`src/rtl/hazard_scoreboard_if.sv`:
```
// D-stage hazard query bundle between the decode stage and the hazard scoreboard.
// The master drives the decoded instruction fields and flush; the scoreboard answers with stall/forward controls.
interface hazard_scoreboard_if #(
  parameter int NSTAGE = 3,
  parameter int CNT_W  = 16
);
  localparam int SEL_W = $clog2(NSTAGE + 1);

  logic             d_valid;
  logic [4:0]       d_rs;
  logic [4:0]       d_rt;
  logic [1:0]       d_tuse_rs;
  logic [1:0]       d_tuse_rt;
  logic             d_use_rs;
  logic             d_use_rt;
  logic             d_wr_en;
  logic [4:0]       d_wr_addr;
  logic [1:0]       d_tnew;
  logic [1:0]       d_md_op;
  logic             d_eret;
  logic             d_mtc0_epc;
  logic             flush;

  logic             stall;
  logic             pc_en;
  logic             ifid_en;
  logic             idex_clr;
  logic [SEL_W-1:0] fwd_rs_sel;
  logic [SEL_W-1:0] fwd_rt_sel;
  logic             md_busy;
  logic [CNT_W-1:0] stall_cnt;

  modport master (
    output d_valid, d_rs, d_rt, d_tuse_rs, d_tuse_rt, d_use_rs, d_use_rt,
           d_wr_en, d_wr_addr, d_tnew, d_md_op, d_eret, d_mtc0_epc, flush,
    input  stall, pc_en, ifid_en, idex_clr, fwd_rs_sel, fwd_rt_sel, md_busy, stall_cnt
  );

  modport slave (
    input  d_valid, d_rs, d_rt, d_tuse_rs, d_tuse_rt, d_use_rs, d_use_rt,
           d_wr_en, d_wr_addr, d_tnew, d_md_op, d_eret, d_mtc0_epc, flush,
    output stall, pc_en, ifid_en, idex_clr, fwd_rs_sel, fwd_rt_sel, md_busy, stall_cnt
  );
endinterface

```
`src/rtl/hazard_scoreboard.sv`:
```
// Tuse/Tnew hazard scoreboard: tracks in-flight writers after D, raises data/MDU/EPC stalls
// and picks the forwarding source for each D-stage operand.
module hazard_scoreboard #(
  parameter int NSTAGE   = 3,
  parameter int MULT_LAT = 5,
  parameter int DIV_LAT  = 10,
  parameter int CNT_W    = 16
) (
  input  logic               clk,
  input  logic               reset,
  hazard_scoreboard_if.slave sb
);
  localparam int SEL_W  = $clog2(NSTAGE + 1);
  localparam int MD_MAX = (MULT_LAT > DIV_LAT) ? MULT_LAT : DIV_LAT;
  localparam int MD_W   = (MD_MAX < 2) ? 1 : $clog2(MD_MAX + 1);

  typedef struct packed {
    logic       v;
    logic [4:0] addr;
    logic [1:0] tnew;
    logic       epc;
  } ent_t;

  ent_t             ent [NSTAGE];
  logic             md_mark;
  logic [MD_W-1:0]  md_cnt;
  logic [CNT_W-1:0] stall_cnt;

  logic             stall_rs, stall_rt, epc_hit, hit_rs, hit_rt;
  logic [SEL_W-1:0] fwd_rs, fwd_rt;
  logic             mdu_stall, stall, issue, md_start, load0;

  // Scan youngest-first so the first address match decides forwarding.
  always_comb begin
    stall_rs = 1'b0;
    stall_rt = 1'b0;
    epc_hit  = 1'b0;
    hit_rs   = 1'b0;
    hit_rt   = 1'b0;
    fwd_rs   = '0;
    fwd_rt   = '0;
    for (int unsigned i = 0; i < NSTAGE; i++) begin
      if (ent[i].v) begin
        if (ent[i].epc)
          epc_hit = 1'b1;
        if (sb.d_rs != '0 && ent[i].addr == sb.d_rs) begin
          if (sb.d_use_rs && sb.d_tuse_rs < ent[i].tnew)
            stall_rs = 1'b1;
          if (!hit_rs) begin
            hit_rs = 1'b1;
            if (ent[i].tnew == '0)
              fwd_rs = SEL_W'(i + 1);
          end
        end
        if (sb.d_rt != '0 && ent[i].addr == sb.d_rt) begin
          if (sb.d_use_rt && sb.d_tuse_rt < ent[i].tnew)
            stall_rt = 1'b1;
          if (!hit_rt) begin
            hit_rt = 1'b1;
            if (ent[i].tnew == '0)
              fwd_rt = SEL_W'(i + 1);
          end
        end
      end
    end
  end

  assign mdu_stall = (sb.d_md_op != 2'd0) && ((md_cnt != '0) || md_mark);
  assign stall     = sb.d_valid & (stall_rs | stall_rt | mdu_stall | (sb.d_eret & epc_hit));
  assign issue     = sb.d_valid & ~stall & ~sb.flush;
  assign md_start  = issue & ((sb.d_md_op == 2'd1) || (sb.d_md_op == 2'd2));
  assign load0     = issue & (sb.d_wr_en | sb.d_mtc0_epc);

  always_ff @(posedge clk or posedge reset) begin
    if (reset) begin
      for (int unsigned i = 0; i < NSTAGE; i++)
        ent[i] <= '0;
      md_mark   <= 1'b0;
      md_cnt    <= '0;
      stall_cnt <= '0;
    end else begin
      for (int unsigned i = 1; i < NSTAGE; i++) begin
        ent[i].v    <= ent[i-1].v & ~sb.flush;
        ent[i].addr <= ent[i-1].addr;
        ent[i].tnew <= (ent[i-1].tnew == 2'd0) ? 2'd0 : ent[i-1].tnew - 2'd1;
        ent[i].epc  <= ent[i-1].epc;
      end
      if (load0)
        ent[0] <= '{v: 1'b1, addr: (sb.d_wr_en ? sb.d_wr_addr : 5'd0),
                    tnew: sb.d_tnew, epc: sb.d_mtc0_epc};
      else
        ent[0] <= '0;

      // MDU busy period runs on regardless of flush; only reset aborts it.
      md_mark <= md_start;
      if (md_start)
        md_cnt <= (sb.d_md_op == 2'd1) ? MD_W'(MULT_LAT) : MD_W'(DIV_LAT);
      else if (md_cnt != '0)
        md_cnt <= md_cnt - 1'b1;

      if (stall && stall_cnt != '1)
        stall_cnt <= stall_cnt + 1'b1;
    end
  end

  assign sb.stall      = stall;
  assign sb.pc_en      = ~stall;
  assign sb.ifid_en    = ~stall;
  assign sb.idex_clr   = stall | sb.flush;
  assign sb.fwd_rs_sel = fwd_rs;
  assign sb.fwd_rt_sel = fwd_rt;
  assign sb.md_busy    = (md_cnt != '0);
  assign sb.stall_cnt  = stall_cnt;
endmodule
```
`src/flat_wrapper.sv`:
```
// flat-port wrapper written by rule: the top's interface ports become plain ports
module hazard_scoreboard_flat 
#(
  parameter int NSTAGE   = 3,
  parameter int MULT_LAT = 5,
  parameter int DIV_LAT  = 10,
  parameter int CNT_W    = 16
)
  (clk, reset, sb_d_valid, sb_d_rs, sb_d_rt, sb_d_tuse_rs, sb_d_tuse_rt, sb_d_use_rs, sb_d_use_rt, sb_d_wr_en, sb_d_wr_addr, sb_d_tnew, sb_d_md_op, sb_d_eret, sb_d_mtc0_epc, sb_flush, sb_stall, sb_pc_en, sb_ifid_en, sb_idex_clr, sb_fwd_rs_sel, sb_fwd_rt_sel, sb_md_busy, sb_stall_cnt);
  hazard_scoreboard_if #(.NSTAGE(NSTAGE), .CNT_W(CNT_W)) sb_i ();
  input  logic clk;
  input  logic reset;
  input wire logic [$bits(sb_i.d_valid)-1:0] sb_d_valid;
  input wire logic [$bits(sb_i.d_rs)-1:0] sb_d_rs;
  input wire logic [$bits(sb_i.d_rt)-1:0] sb_d_rt;
  input wire logic [$bits(sb_i.d_tuse_rs)-1:0] sb_d_tuse_rs;
  input wire logic [$bits(sb_i.d_tuse_rt)-1:0] sb_d_tuse_rt;
  input wire logic [$bits(sb_i.d_use_rs)-1:0] sb_d_use_rs;
  input wire logic [$bits(sb_i.d_use_rt)-1:0] sb_d_use_rt;
  input wire logic [$bits(sb_i.d_wr_en)-1:0] sb_d_wr_en;
  input wire logic [$bits(sb_i.d_wr_addr)-1:0] sb_d_wr_addr;
  input wire logic [$bits(sb_i.d_tnew)-1:0] sb_d_tnew;
  input wire logic [$bits(sb_i.d_md_op)-1:0] sb_d_md_op;
  input wire logic [$bits(sb_i.d_eret)-1:0] sb_d_eret;
  input wire logic [$bits(sb_i.d_mtc0_epc)-1:0] sb_d_mtc0_epc;
  input wire logic [$bits(sb_i.flush)-1:0] sb_flush;
  output wire logic [$bits(sb_i.stall)-1:0] sb_stall;
  output wire logic [$bits(sb_i.pc_en)-1:0] sb_pc_en;
  output wire logic [$bits(sb_i.ifid_en)-1:0] sb_ifid_en;
  output wire logic [$bits(sb_i.idex_clr)-1:0] sb_idex_clr;
  output wire logic [$bits(sb_i.fwd_rs_sel)-1:0] sb_fwd_rs_sel;
  output wire logic [$bits(sb_i.fwd_rt_sel)-1:0] sb_fwd_rt_sel;
  output wire logic [$bits(sb_i.md_busy)-1:0] sb_md_busy;
  output wire logic [$bits(sb_i.stall_cnt)-1:0] sb_stall_cnt;
  assign sb_i.d_valid = sb_d_valid;
  assign sb_i.d_rs = sb_d_rs;
  assign sb_i.d_rt = sb_d_rt;
  assign sb_i.d_tuse_rs = sb_d_tuse_rs;
  assign sb_i.d_tuse_rt = sb_d_tuse_rt;
  assign sb_i.d_use_rs = sb_d_use_rs;
  assign sb_i.d_use_rt = sb_d_use_rt;
  assign sb_i.d_wr_en = sb_d_wr_en;
  assign sb_i.d_wr_addr = sb_d_wr_addr;
  assign sb_i.d_tnew = sb_d_tnew;
  assign sb_i.d_md_op = sb_d_md_op;
  assign sb_i.d_eret = sb_d_eret;
  assign sb_i.d_mtc0_epc = sb_d_mtc0_epc;
  assign sb_i.flush = sb_flush;
  assign sb_stall = sb_i.stall;
  assign sb_pc_en = sb_i.pc_en;
  assign sb_ifid_en = sb_i.ifid_en;
  assign sb_idex_clr = sb_i.idex_clr;
  assign sb_fwd_rs_sel = sb_i.fwd_rs_sel;
  assign sb_fwd_rt_sel = sb_i.fwd_rt_sel;
  assign sb_md_busy = sb_i.md_busy;
  assign sb_stall_cnt = sb_i.stall_cnt;
  hazard_scoreboard #(.NSTAGE(NSTAGE), .MULT_LAT(MULT_LAT), .DIV_LAT(DIV_LAT), .CNT_W(CNT_W)) u_core (.clk(clk), .reset(reset), .sb(sb_i));
endmodule
```
`config.mk`:
```
export PLATFORM = sky130hd
export DESIGN_NAME = hazard_scoreboard_flat
export DESIGN_NICKNAME = d
export VERILOG_FILES = /design/src/rtl/hazard_scoreboard_if.sv /design/src/rtl/hazard_scoreboard.sv /design/src/flat_wrapper.sv
export SDC_FILE = /design/constraint.sdc
export NUM_CORES = 1
export LEC_CHECK = 0
export ABC_AREA = 0
export ABC_CLOCK_PERIOD_IN_PS = 4800
export BUFFER_PORTS_ARGS = -buffer_cell sky130_fd_sc_hd__buf_2
export CORE_UTILIZATION = 40
export DETAILED_ROUTE_END_ITERATION = 6
export PLACE_DENSITY = 0.66
export SETUP_SLACK_MARGIN = 0.3
export SLEW_MARGIN = 20
export SYNTH_ARGS = -nofsm -noshare
export SYNTH_HDL_FRONTEND = slang
export SYNTH_SLANG_ARGS = --single-unit
```
`constraint.sdc`:
```
create_clock -name clk -period 4.8 [get_ports clk]
set_input_delay 0.48 -clock clk [delete_from_list [all_inputs] [get_ports clk]]
set_output_delay 0.48 -clock clk [all_outputs]
set_load 0.02 [all_outputs]
```
==> metrics.txt <==
# TYPE chip_impl_metric gauge
chip_impl_info{name="outcome",value="complete, no violations"} 1
chip_impl_metric{name="timing.final.crit_share",unit="%"} 65.0
chip_impl_metric{name="final.setup.tns",unit="ns"} 0
chip_impl_metric{name="place.gp.congestion",unit=""} 0.869
chip_impl_info{name="synthFlopType",value="sky130_fd_sc_hd__dfrtp_1"} 1
chip_impl_metric{name="routed-wl-met3",unit="um"} 325
chip_impl_metric{name="die-area",unit="um2"} 6830
chip_impl_metric{name="grt_pass1_vias",unit=""} 1928
chip_impl_metric{name="clock_pin_slew_worst_setup_and_hold_paths",unit="ns"} 0.08
chip_impl_metric{name="die_height",unit="um"} 82.7
chip_impl_metric{name="io_pins",unit=""} 57
chip_impl_metric{name="grtUsageTotal",unit="%"} 17.2
chip_impl_metric{name="antenna_found_initial",unit=""} 0
chip_impl_metric{name="synth.avg_cell_area",unit="um2"} 10.4
chip_impl_info{name="path_class",value="input pin to primary output"} 1
chip_impl_metric{name="flip_flop_and_latch_count_after_synthesis",unit=""} 48
chip_impl_metric{name="skew",unit="ns"} 0.00423
chip_impl_metric{name="detailroute.via_count",unit=""} 2003
chip_impl_metric{name="routed_wire_length_per_instance",unit="um"} 14.1
chip_impl_metric{name="initialDrtViolationCount",unit=""} 107
chip_impl_metric{name="critical_path_fanout_max",unit=""} 19
chip_impl_info{name="yosysTopAreaCell",value="sky130_fd_sc_hd__dfrtp_1"} 1
chip_impl_info{name="cts_tree",value="built"} 1
chip_impl_metric{name="drv.max_cap_violation_count",unit=""} 0
chip_impl_metric{name="cts.sink_count",unit=""} 48
chip_impl_metric{name="synth_top_area_share",unit="%"} 46.2
chip_impl_metric{name="post-route-cell-area",unit="um2"} 3040
chip_impl_metric{name="clkLatencyLatePin",unit="ns"} 0.30
chip_impl_metric{name="max_freq",unit="MHz"} 321
chip_impl_metric{name="maximum_number_of_pins_on_one_net_before_global_route_repair",unit=""} 49
chip_impl_metric{name="fin_crit",unit="ns"} 3.12
chip_impl_metric{name="power.static_leakage",unit="nW"} 1.50
chip_impl_metric{name="drt_pass1_iterations",unit=""} 4
chip_impl_info{name="worst_setup_path_end_kind",value="primary output"} 1
chip_impl_metric{name="instances_no_fill",unit=""} 384
chip_impl_metric{name="share_of_layout_cells_above_drive_strength_1",unit="%"} 23.1
chip_impl_metric{name="fp-row-count",unit=""} 29
chip_impl_metric{name="grt_pass1_wl",unit="um"} 8790
chip_impl_metric{name="hpwlAfterDp",unit="um"} 4180
chip_impl_metric{name="amount_of_wire_on_met2_after_detailed_routing",unit="um"} 2550
chip_impl_metric{name="final-max-slew-violation-count",unit=""} 0
chip_impl_metric{name="antenna_left",unit=""} 0
chip_impl_metric{name="globalRouteOverflowTotal",unit=""} 0
chip_impl_metric{name="transition_time_at_the_pin_with_the_least_slew_margin",unit="ns"} 0.811
chip_impl_metric{name="cts_setup_buffers",unit=""} 0
chip_impl_info{name="top_layer",value="met4"} 1
chip_impl_metric{name="synth-warning-count",unit=""} 0
chip_impl_metric{name="netlist_area",unit="um2"} 2600
chip_impl_metric{name="worst_ir_drop_vdd",unit="uV"} 217
chip_impl_info{name="rsz_0062_raised_after_global_routing",value="no"} 1
chip_impl_metric{name="synthArstFlopShare",unit="%"} 100
chip_impl_metric{name="power.density_cell_area",unit="nW/um2"} 346
chip_impl_metric{name="finalWirelength",unit="um"} 5410
chip_impl_metric{name="die-width",unit="um"} 82.7
chip_impl_info{name="crit_path_start_kind",value="input pin"} 1
chip_impl_metric{name="filler_cell_count",unit=""} 608
chip_impl_metric{name="cts_hold_buffers",unit=""} 0
chip_impl_metric{name="initial_core_utilization",unit="%"} 41.2
chip_impl_metric{name="cts_buffer_count",unit=""} 5
chip_impl_metric{name="synth_cell_type_count",unit=""} 39
chip_impl_metric{name="post_synth_inst_count",unit=""} 250
chip_impl_metric{name="portBuffers",unit=""} 56
chip_impl_metric{name="hold_vio_cnt_final",unit=""} 0
chip_impl_metric{name="clockBufferDepth",unit=""} 2
chip_impl_metric{name="num-nets-final",unit=""} 349
chip_impl_metric{name="totalPowerFinal",unit="mW"} 1.05
chip_impl_metric{name="routed_via_density",unit=""} 5.22
chip_impl_metric{name="worst-endpoint-required",unit="ns"} 4.32
chip_impl_metric{name="dpl-instance-area",unit="um2"} 2940
chip_impl_info{name="worstHoldPathType",value="input pin to asynchronous set/reset pin"} 1
chip_impl_metric{name="drc",unit=""} 0
chip_impl_metric{name="number_of_enable_flip_flop_cells_after_synthesis",unit=""} 0
chip_impl_metric{name="setup_viol",unit=""} 0
chip_impl_metric{name="areaGrowthSynthToFinish",unit="%"} 16.9
chip_impl_metric{name="post_cts.resized_instances",unit=""} 0
chip_impl_metric{name="timing.slew.headroom",unit="%"} 45.8
chip_impl_metric{name="postSynthNetCount",unit=""} 293
chip_impl_metric{name="arrival",unit="ns"} 2.64
chip_impl_metric{name="synth_seq_area_share",unit="%"} 46.2
chip_impl_metric{name="core_region_area",unit="um2"} 6310
chip_impl_metric{name="place.detailed.instances",unit=""} 376
chip_impl_metric{name="drt-met1-wl",unit="um"} 2450
chip_impl_metric{name="clock_tree.htree_level_count",unit=""} 2
chip_impl_info{name="ctsRootBufferMaster",value="sky130_fd_sc_hd__clkbuf_8"} 1
chip_impl_metric{name="depth_of_the_most_critical_reg_to_reg_path",unit=""} 9
chip_impl_info{name="biggest_area_contributors_in_the_synthesized_netlist",value="sky130_fd_sc_hd__dfrtp_1 46%, sky130_fd_sc_hd__xnor2_1 11%, sky130_fd_sc_hd__ha_1 5.3%"} 1
chip_impl_metric{name="num_antenna_cells",unit=""} 0
[where the power goes]
part	leakage [nW]	internal [mW]	switching, mW
Clock	0.0434	0.117	0.132
Combinational	0.807	0.125	0.171
Sequential	0.649	0.455	0.0518
[sequential cells by signal, summed over array words and instances, names as in the netlist]
name	count
u_core.sb.stall_cnt	16
u_core.ent	27
u_core.md_mark	1
u_core.md_cnt	4
[kinds of logic after synthesis]
group,Yosys count,share of synthesized area (%)
xor gates and xnor gates,47,15.8
DFF,48,46.2
and+or+nand+nor,94,20.8
AOI/OAI and AO/OA,19,5.19
adders and majority gates,11,5.29
muxes,7,2.84
buffers and inverters,24,3.94
[metal layers]
metal	GRT usage, %	vias to the layer above
met2	28.0	70
met4	7.07	0
met3	3.19	9
met5	0	-
li1	-	979
met1	22.4	945
[cell usage in the layout (no fill, tap or decap), types with 2 or more instances in the layout]
| master | Yosys | routed |
|---|---|---|
| sky130_fd_sc_hd__a21oi_1 | 3 | 3 |
| sky130_fd_sc_hd__nor2b_1 | 3 | 3 |
| sky130_fd_sc_hd__a211o_1 | 3 | 3 |
| sky130_fd_sc_hd__inv_1 | 16 | 15 |
| sky130_fd_sc_hd__dfrtp_1 | 48 | 48 |
| sky130_fd_sc_hd__nor4_1 | 7 | 7 |
| sky130_fd_sc_hd__o21ai_0 | 5 | 5 |
| sky130_fd_sc_hd__nand2b_1 | 4 | 4 |
| sky130_fd_sc_hd__buf_2 | 1 | 56 |
| sky130_fd_sc_hd__or4_1 | 3 | 3 |
| sky130_fd_sc_hd__xnor2_1 | 33 | 33 |
| sky130_fd_sc_hd__clkinvlp_4 | 0 | 2 |
| sky130_fd_sc_hd__o211a_1 | 2 | 2 |
| sky130_fd_sc_hd__nand3_1 | 7 | 7 |
| sky130_fd_sc_hd__and4_1 | 2 | 2 |
| sky130_fd_sc_hd__nand2_1 | 14 | 14 |
| sky130_fd_sc_hd__xor2_1 | 14 | 14 |
| sky130_fd_sc_hd__nor3_1 | 12 | 12 |
| sky130_fd_sc_hd__mux2_2 | 3 | 3 |
| sky130_fd_sc_hd__mux2i_1 | 4 | 4 |
| sky130_fd_sc_hd__ha_1 | 11 | 11 |
| sky130_fd_sc_hd__nor4b_1 | 4 | 4 |
| sky130_fd_sc_hd__nor2_1 | 13 | 13 |
| sky130_fd_sc_hd__o211ai_1 | 2 | 2 |
| sky130_fd_sc_hd__nand4_1 | 8 | 8 |
| sky130_fd_sc_hd__clkbuf_8 | 0 | 6 |
| sky130_fd_sc_hd__and3_1 | 10 | 10 |
[path summary, 6_finish.rpt]
check	from	end	slack [ns]
hold / removal	reset	u_core.sb.stall_cnt[13]	0.30
setup reg to reg	u_core.ent[20]	u_core.sb.stall_cnt[1]	2.20
setup / recovery	sb_d_rs[1]	sb_idex_clr	1.68
max in group asynchronous	reset	u_core.sb.stall_cnt[8]	4.01
hold reg to reg	u_core.ent[9]	u_core.ent[0]	0.38
min in group clk	sb_flush	u_core.ent[8]	0.38
[through the flow]
step | utilization (%) | setup slack (ns) | hold slack, ns
floorplan | - | 1.91 | 0.353
global placement | 46.6 | 1.73 | 0.359
detailed placement | 46.6 | 1.67 | 0.361
CTS | 48.2 | 1.65 | 0.373
global route | 48.2 | 1.52 | 0.373
finish | 48.2 | 1.68 | 0.300
[critical path, stage by stage]
cell and delay (ns):
sky130_fd_sc_hd__buf_2 0.13, sky130_fd_sc_hd__or4_1 0.57, sky130_fd_sc_hd__o211ai_1 0.25, sky130_fd_sc_hd__nor4b_1 0.09, sky130_fd_sc_hd__a211o_1 0.31, sky130_fd_sc_hd__nor4_4 0.13
sky130_fd_sc_hd__buf_4 0.26, sky130_fd_sc_hd__nand2b_1 0.19, sky130_fd_sc_hd__nand2b_1 0.07, sky130_fd_sc_hd__buf_2 0.15
[synthesized netlist by cell type (all sizes together), types with 2 or more instances]
| library cell | n |
|---|---|
| dfrtp | 48 |
| xnor2 | 33 |
| inv | 16 |
| nand2 | 14 |
| xor2 | 14 |
| nor2 | 13 |
| nor3 | 12 |
| ha | 11 |
| and3 | 10 |
| nand4 | 8 |
| nor4 | 8 |
| nand3 | 7 |
| buf | 5 |
| o21ai | 5 |
| mux2i | 4 |
| nand2b | 4 |
| nor4b | 4 |
| a211o | 3 |
| a21oi | 3 |
| clkbuf | 3 |
| mux2 | 3 |
| nor2b | 3 |
| or4 | 3 |
| and4 | 2 |
| o211a | 2 |
| o211ai | 2 |
[area by class of cell]
type / count / area, um2 / share of cell area, %
Clock buffer: 6 / 82.6 / 2.71
Clock inverter: 2 / 15.0 / 0.493
Inverter: 16 / 61.3 / 2.01
Sequential cell: 48 / 1200 / 39.5
Timing Repair Buffer: 57 / 288 / 9.46
Multi-Input combinational cell: 178 / 1300 / 42.7
Tap cell: 77 / 96.3 / 3.17
Note: power is estimated with default switching activity, not from simulation.
